$ cat config.mk
export PLATFORM = sky130hd
export DESIGN_NAME = board_row_fetcher
export DESIGN_NICKNAME = d
export VERILOG_FILES = /design/src/rtl/board_row_fetcher.sv
export SDC_FILE = /design/constraint.sdc
export NUM_CORES = 1
export LEC_CHECK = 0
export ABC_AREA = 1
export CAP_MARGIN = 25
export CORE_ASPECT_RATIO = 0.75
export CORE_UTILIZATION = 50
export CTS_BUF_LIST = sky130_fd_sc_hd__clkbuf_4
export CTS_CLUSTER_DIAMETER = 30
export CTS_CLUSTER_SIZE = 14
export DETAILED_ROUTE_END_ITERATION = 8
export HOLD_SLACK_MARGIN = 0.03
export PLACE_DENSITY_LB_ADDON = 0.05
export SYNTH_ARGS = -nofsm -noshare
export SYNTH_HDL_FRONTEND = slang
export SYNTH_SLANG_ARGS = --single-unit
$ cat constraint.sdc
create_clock -name Clk -period 2.4 [get_ports Clk]
set_clock_uncertainty 0.1 [all_clocks]
set_input_delay 0.48 -clock Clk [delete_from_list [all_inputs] [get_ports Clk]]
set_output_delay 0.48 -clock Clk [all_outputs]
set_load 0.005 [all_outputs]
$ cat src/rtl/board_row_fetcher.sv
// Fetches one board row from the board RAM, overlays the falling tetromino and commits the
// assembled row to Row[] in one edge, so the colour mapper never sees a partially built row.
module board_row_fetcher #(
    parameter int BOARD_W = 10,
    parameter int BOARD_H = 20,
    parameter int CELL_W  = 16,
    parameter int ADDR_W  = 8
) (
    input  logic              Clk,
    input  logic              reset,
    input  logic              LD_Row,
    input  logic [7:0]        rowNum,
    input  logic              piece_valid,
    input  logic [3:0]        piece_x [4],
    input  logic [4:0]        piece_y [4],
    input  logic [11:0]       piece_color,
    output logic              ram_re,
    output logic [ADDR_W-1:0] ram_addr,
    input  logic [CELL_W-1:0] ram_rdata,
    output logic [CELL_W-1:0] Row [BOARD_W],
    output logic              rowReady,
    output logic              busy,
    output logic              overrun,
    output logic [1:0]        dbg_state
);

    localparam int COL_W = (BOARD_W > 1) ? $clog2(BOARD_W) : 1;

    typedef enum logic [1:0] {
        S_IDLE   = 2'd0,
        S_READ   = 2'd1,
        S_DRAIN  = 2'd2,
        S_COMMIT = 2'd3
    } state_t;

    state_t            state_q, state_d;

    logic              ld_row_q, ld_row_d;
    logic              req;
    logic              row_in_range;

    // Fetch snapshot: frozen on the accepted request so mid-fetch input changes are ignored.
    logic [7:0]        snap_row_q, snap_row_d;
    logic              snap_valid_q, snap_valid_d;
    logic [3:0]        snap_x_q [4];
    logic [3:0]        snap_x_d [4];
    logic [4:0]        snap_y_q [4];
    logic [4:0]        snap_y_d [4];
    logic [11:0]       snap_color_q, snap_color_d;

    logic [COL_W-1:0]  rd_col_q, rd_col_d;
    logic              cap_valid_q, cap_valid_d;
    logic [COL_W-1:0]  cap_col_q, cap_col_d;
    logic              cap_hit;

    logic [CELL_W-1:0] shadow_q [BOARD_W];
    logic [CELL_W-1:0] shadow_d [BOARD_W];
    logic [CELL_W-1:0] row_q [BOARD_W];
    logic [CELL_W-1:0] row_d [BOARD_W];

    logic              row_ready_q, row_ready_d;
    logic              overrun_q, overrun_d;
    logic [ADDR_W-1:0] rd_addr;

    assign req          = LD_Row & ~ld_row_q;
    assign row_in_range = (rowNum < 8'(BOARD_H));
    assign rd_addr      = ADDR_W'(snap_row_q) * ADDR_W'(BOARD_W) + ADDR_W'(rd_col_q);

    // ---------------------------------------------------------------- state register
    always_ff @(posedge Clk) begin
        if (reset) begin
            state_q <= S_IDLE;
        end else begin
            state_q <= state_d;
        end
    end

    // ---------------------------------------------------------------- next state
    always_comb begin
        state_d = state_q;
        unique case (state_q)
            S_IDLE: begin
                if (req) begin
                    state_d = row_in_range ? S_READ : S_COMMIT;
                end
            end
            S_READ: begin
                if (rd_col_q == COL_W'(BOARD_W - 1)) begin
                    state_d = S_DRAIN;
                end
            end
            S_DRAIN:  state_d = S_COMMIT;
            S_COMMIT: state_d = S_IDLE;
            default:  state_d = S_IDLE;
        endcase
    end

    // ---------------------------------------------------------------- outputs
    always_comb begin
        ram_re    = 1'b0;
        ram_addr  = '0;
        busy      = (state_q != S_IDLE);
        dbg_state = state_q;
        if (state_q == S_READ) begin
            ram_re   = 1'b1;
            ram_addr = rd_addr;
        end
    end

    assign Row      = row_q;
    assign rowReady = row_ready_q;
    assign overrun  = overrun_q;

    // Overlay test for the cell whose RAM data arrives this cycle.
    always_comb begin
        cap_hit = 1'b0;
        for (int i = 0; i < 4; i++) begin
            if ((8'(snap_x_q[i]) == 8'(cap_col_q)) && (8'(snap_y_q[i]) == snap_row_q)) begin
                cap_hit = 1'b1;
            end
        end
        cap_hit = cap_hit & snap_valid_q;
    end

    // ---------------------------------------------------------------- datapath next values
    always_comb begin
        ld_row_d     = LD_Row;
        snap_row_d   = snap_row_q;
        snap_valid_d = snap_valid_q;
        snap_x_d     = snap_x_q;
        snap_y_d     = snap_y_q;
        snap_color_d = snap_color_q;
        rd_col_d     = rd_col_q;
        shadow_d     = shadow_q;
        row_d        = row_q;
        row_ready_d  = 1'b0;
        overrun_d    = overrun_q;
        cap_valid_d  = (state_q == S_READ);
        cap_col_d    = rd_col_q;

        if (req && (state_q != S_IDLE)) begin
            overrun_d = 1'b1;
        end

        if ((state_q == S_IDLE) && req) begin
            snap_row_d   = rowNum;
            snap_valid_d = piece_valid;
            snap_x_d     = piece_x;
            snap_y_d     = piece_y;
            snap_color_d = piece_color;
            rd_col_d     = '0;
            if (!row_in_range) begin
                for (int c = 0; c < BOARD_W; c++) begin
                    shadow_d[c] = '0;
                end
            end
        end

        if (state_q == S_READ) begin
            rd_col_d = (rd_col_q == COL_W'(BOARD_W - 1)) ? '0 : rd_col_q + 1'b1;
        end

        // RAM data lags its address by one cycle, so capture runs through READ and DRAIN.
        for (int c = 0; c < BOARD_W; c++) begin
            if (cap_valid_q && (cap_col_q == COL_W'(c))) begin
                shadow_d[c] = cap_hit ? CELL_W'(snap_color_q) : ram_rdata;
            end
        end

        if (state_q == S_COMMIT) begin
            row_d       = shadow_q;
            row_ready_d = 1'b1;
        end
    end

    // ---------------------------------------------------------------- datapath registers
    always_ff @(posedge Clk) begin
        if (reset) begin
            ld_row_q     <= 1'b0;
            snap_row_q   <= '0;
            snap_valid_q <= 1'b0;
            snap_color_q <= '0;
            rd_col_q     <= '0;
            cap_valid_q  <= 1'b0;
            cap_col_q    <= '0;
            row_ready_q  <= 1'b0;
            overrun_q    <= 1'b0;
            for (int i = 0; i < 4; i++) begin
                snap_x_q[i] <= '0;
                snap_y_q[i] <= '0;
            end
            for (int c = 0; c < BOARD_W; c++) begin
                shadow_q[c] <= '0;
                row_q[c]    <= '0;
            end
        end else begin
            ld_row_q     <= ld_row_d;
            snap_row_q   <= snap_row_d;
            snap_valid_q <= snap_valid_d;
            snap_color_q <= snap_color_d;
            rd_col_q     <= rd_col_d;
            cap_valid_q  <= cap_valid_d;
            cap_col_q    <= cap_col_d;
            row_ready_q  <= row_ready_d;
            overrun_q    <= overrun_d;
            for (int i = 0; i < 4; i++) begin
                snap_x_q[i] <= snap_x_d[i];
                snap_y_q[i] <= snap_y_d[i];
            end
            for (int c = 0; c < BOARD_W; c++) begin
                shadow_q[c] <= shadow_d[c];
                row_q[c]    <= row_d[c];
            end
        end
    end

endmodule

==> results.cfg <==
[status]
outcome = complete, but fails checks
violations = negative setup slack

[critical_path]
critPathTopFamily = adder cells
rr_startpoint = snap_row_q[3]
crit_top_cell = ha_4
required_ns = 1.82
rr_worst_depth = 15
cp_num_buf_inv = 2
crit_start = snap_row_q[1]
worstReg2RegEnd = shadow_q[135]
r2r_setup_slack_ns = 0.05
critPathMaxStageDelay_ns = 0.37
start_kind = flip-flop
path_max_fanout = 2
worst_setup_path_end_kind = primary output
critPathArrivalTime_ns = 2.58
crit_path_end = ram_addr[7]
path_cells = ha_4 > ha_4 > fa_2 > xnor2_2 > buf_4 > o21a_1 > nor3_2 > buf_2
worst-path-stages = 8
critPathSlowestCell = fa_2
worstSetupPathType = reg -> out

[routing]
drt_iter0_drc = 1578
wire_per_inst_um = 18.4
viasPerCell = 5.42
ant_nets = 0
post-route-drc-count = 0
routed_wl_mm = 48.9
vias = 14400
drtPass1Iterations = 5

[pwr]
p_per_area_nw_per_um2 = 962
p_comb_frac = 0.337
clkPwrFrac = 0.249
pwr-share-seq = 0.414
p_sw_frac = 0.355
peakVddDrop_uv = 665
p_leak_nw = 8.03
p_int_mw = 12.4
power.switching_mw = 6.81

[synthesis]
seq_area_frac_synth = 0.524
syn_area_per_cell_um2 = 7.73
synth-edff-count = 0
netlist_area_um2 = 14900
yosysWarnings = 0
ys_seq_elements = 391
ys_async_sr_fraction = 0
synth_nets = 2026
synth_cell_types = 31
synth_ff_type = dfxtp_1
syn_inst = 1932

[global_routing]
grt_max_degree = 161
antenna_found_initial = 1
grt_pass1_wl_mm = 75.4
grt_util_all_layers = 0.313
overflow = 0
grt_pass1_vias = 13600

[sta]
slew_viol_final = 0
worst_slew_pin_slew_ns = 0.895
final-setup-viol-count = 6
finalWorstSetupSlack_ns = -0.756
finalHoldViolCount = 0
fin_crit_ns = 3.16
fmax_ghz = 0.317
fin_crit_sh = 1.32
rsz0062_at_grt = yes
slew-limit-headroom = 0.403

[floorplan]
io_pins = 250
coreArea_um2 = 29200
die_height_um = 152
start_util = 0.512
die_w_um = 202
num_rows = 54
dieArea_um2 = 30600

[clocking]
clkLatencyLatePin_ns = 0.77
htree_levels = 2
clk_pin_slew_ns = 0.10
cts_tree = built
cts_root_buffer = clkbuf_4
cts_buffer_depth = 3
numCtsBuffers = 57
clock_sinks = 391

[placement]
place_inst = 2530
hpwl_mm = 31.6
port_buffers = 249
gp_congestion = 0.903

[layout]
nets = 2312
area_growth_pct = 33.4
instances_no_fill = 2659
final_util = 0.683
drive_above_1_share = 0.143

[worst_hold_path]
hold_path.class = in -> reg

[job]
max_cap_viol_count = 0
-- sequential cells by signal, summed over array words and instances (netlist names) --
| signal | count |
|---|---|
| overrun | 1 |
| rowReady | 1 |
| snap_y_q | 20 |
| shadow_q | 160 |
| dbg_state | 2 |
| snap_x_q | 16 |
| cap_valid_q | 1 |
| cap_col_q | 4 |
| snap_valid_q | 1 |
| cap_col_d | 4 |
| Row | 160 |
| snap_row_q | 8 |
| snap_color_q | 12 |
| ld_row_q | 1 |
-- tightest hold or removal path: stages --
cell and delay [ns]:
clkdlybuf4s50_1 0.39, inv_1 0.07, nor2_1 0.04
-- synth_stat cells, types with 15 or more instances --
cell type | instances | area, um^2
nand3_1 | 188 | 941
xor2_1 | 15 | 131
dfxtp_1 | 391 | 7830
buf_2 | 17 | 85.1
nand2_1 | 260 | 976
clkbuf_1 | 101 | 379
o21ai_0 | 208 | 1040
inv_1 | 75 | 282
nor2_1 | 365 | 1370
ha_1 | 16 | 200
a21oi_1 | 228 | 1140
-- power by group through the flow --
stage	clock [mW]	sequential, mW	combinational [mW]
after global placement	0	8.01	5.55
after floorplan	0	7.96	2.61
final	4.78	7.94	6.45
after CTS	4.81	7.91	5.83
after global routing	5.12	8.04	6.98
after detailed placement	0	8.03	5.62
-- routing by layer --
layer	wire, um	GRT usage	vias to the layer above
met3	3530	0.0537	103
met5	0	0	-
met4	1330	0.100	0
li1	-	-	6950
met1	22200	0.446	6794
met2	21900	0.484	567
-- worst min path at each step --
| stage | from | endpoint | slack, ns | cells past startpoint |
|---|---|---|---|---|
| global placement | snap_row_q[7] | snap_row_q[7] | 0.34 | 2 |
| CTS | LD_Row | ld_row_q | 0.13 | 3 |
| finish | LD_Row | ld_row_q | 0.17 | 3 |
| global route | LD_Row | ld_row_q | 0.16 | 3 |
| detailed placement | snap_color_q[1] | snap_color_q[1] | 0.35 | 2 |
| floorplan | snap_color_q[0] | snap_color_q[0] | 0.33 | 2 |
-- cells by family (layout without fill, tap and decap cells) --
kind of cell | after synthesis | count (layout) | synth area share
and+or+nand+nor | 850 | 851 | 0.242
AOI/OAI and AO/OA | 447 | 447 | 0.152
DFF | 391 | 391 | 0.524
buffers and inverters | 207 | 540 | 0.0545
xor gates and xnor gates | 19 | 19 | 0.0111
adders and majority gates | 18 | 18 | 0.0161
other | 0 | 1 | 0
-- layout make-up --
type / count / area (um^2)
Multi-Input combinational cell: 1335 / 6770
Tap cell: 392 / 490
Inverter: 78 / 305
Fill cell: 2527 / 9260
Clock inverter: 44 / 435
Antenna cell: 1 / 2.50
Sequential cell: 391 / 7840
Timing Repair Buffer: 355 / 3610
Clock buffer: 63 / 473
-- cell usage in the layout, fill, tap and decap left out, drive strengths merged --
cell / Yosys / routed
diode: 0 / 1
clkinv: 0 / 18
ha: 16 / 16
a21o: 1 / 1
dlymetal6s2s: 0 / 1
o41ai: 1 / 1
a211oi: 1 / 1
buf: 28 / 112
dlygate4sd3: 0 / 1
and3: 1 / 1
nand3: 198 / 199
nor3: 3 / 3
a21oi: 228 / 228
dfxtp: 391 / 391
o31ai: 1 / 1
clkinvlp: 0 / 8
inv: 78 / 91
nand2: 272 / 272
o21ai: 208 / 208
nor2: 376 / 376
clkdlybuf4s50: 0 / 237
xnor2: 4 / 4
o32ai: 3 / 3
fa: 2 / 2
bufinv: 0 / 5
xor2: 15 / 15
clkbuf: 101 / 66
dlygate4sd2: 0 / 1
o21a: 3 / 3
a31oi: 1 / 1
-- what timing repair did --
action                                  in CTS  in global routing
cloned                                       0                  2
endpoints found under the setup margin      10                141
pin swaps                                    9                 15
endpoints found under the hold margin       15                  0
buffers inserted                            11                 10
hold buffers                                 1                  0
gates resized for setup                     68                 87
-- stage by stage --
stage / instance area (um^2) / TNS [ns] / setup WS (ns) / power [mW] / hold slack, ns
after floorplan: 14900 / 0 / 0.0218 / 10.6 / 0.330
after global placement: 18300 / -2.85 / -0.474 / 13.6 / 0.344
after detailed placement: 18300 / -5.22 / -0.485 / 13.7 / 0.347
after CTS: 19500 / -4.26 / -0.809 / 18.6 / 0.130
after global routing: 19900 / -4.97 / -0.858 / 20.1 / 0.163
final: 19900 / -3.35 / -0.756 / 19.2 / 0.167
(Power assumes the default switching activity.)
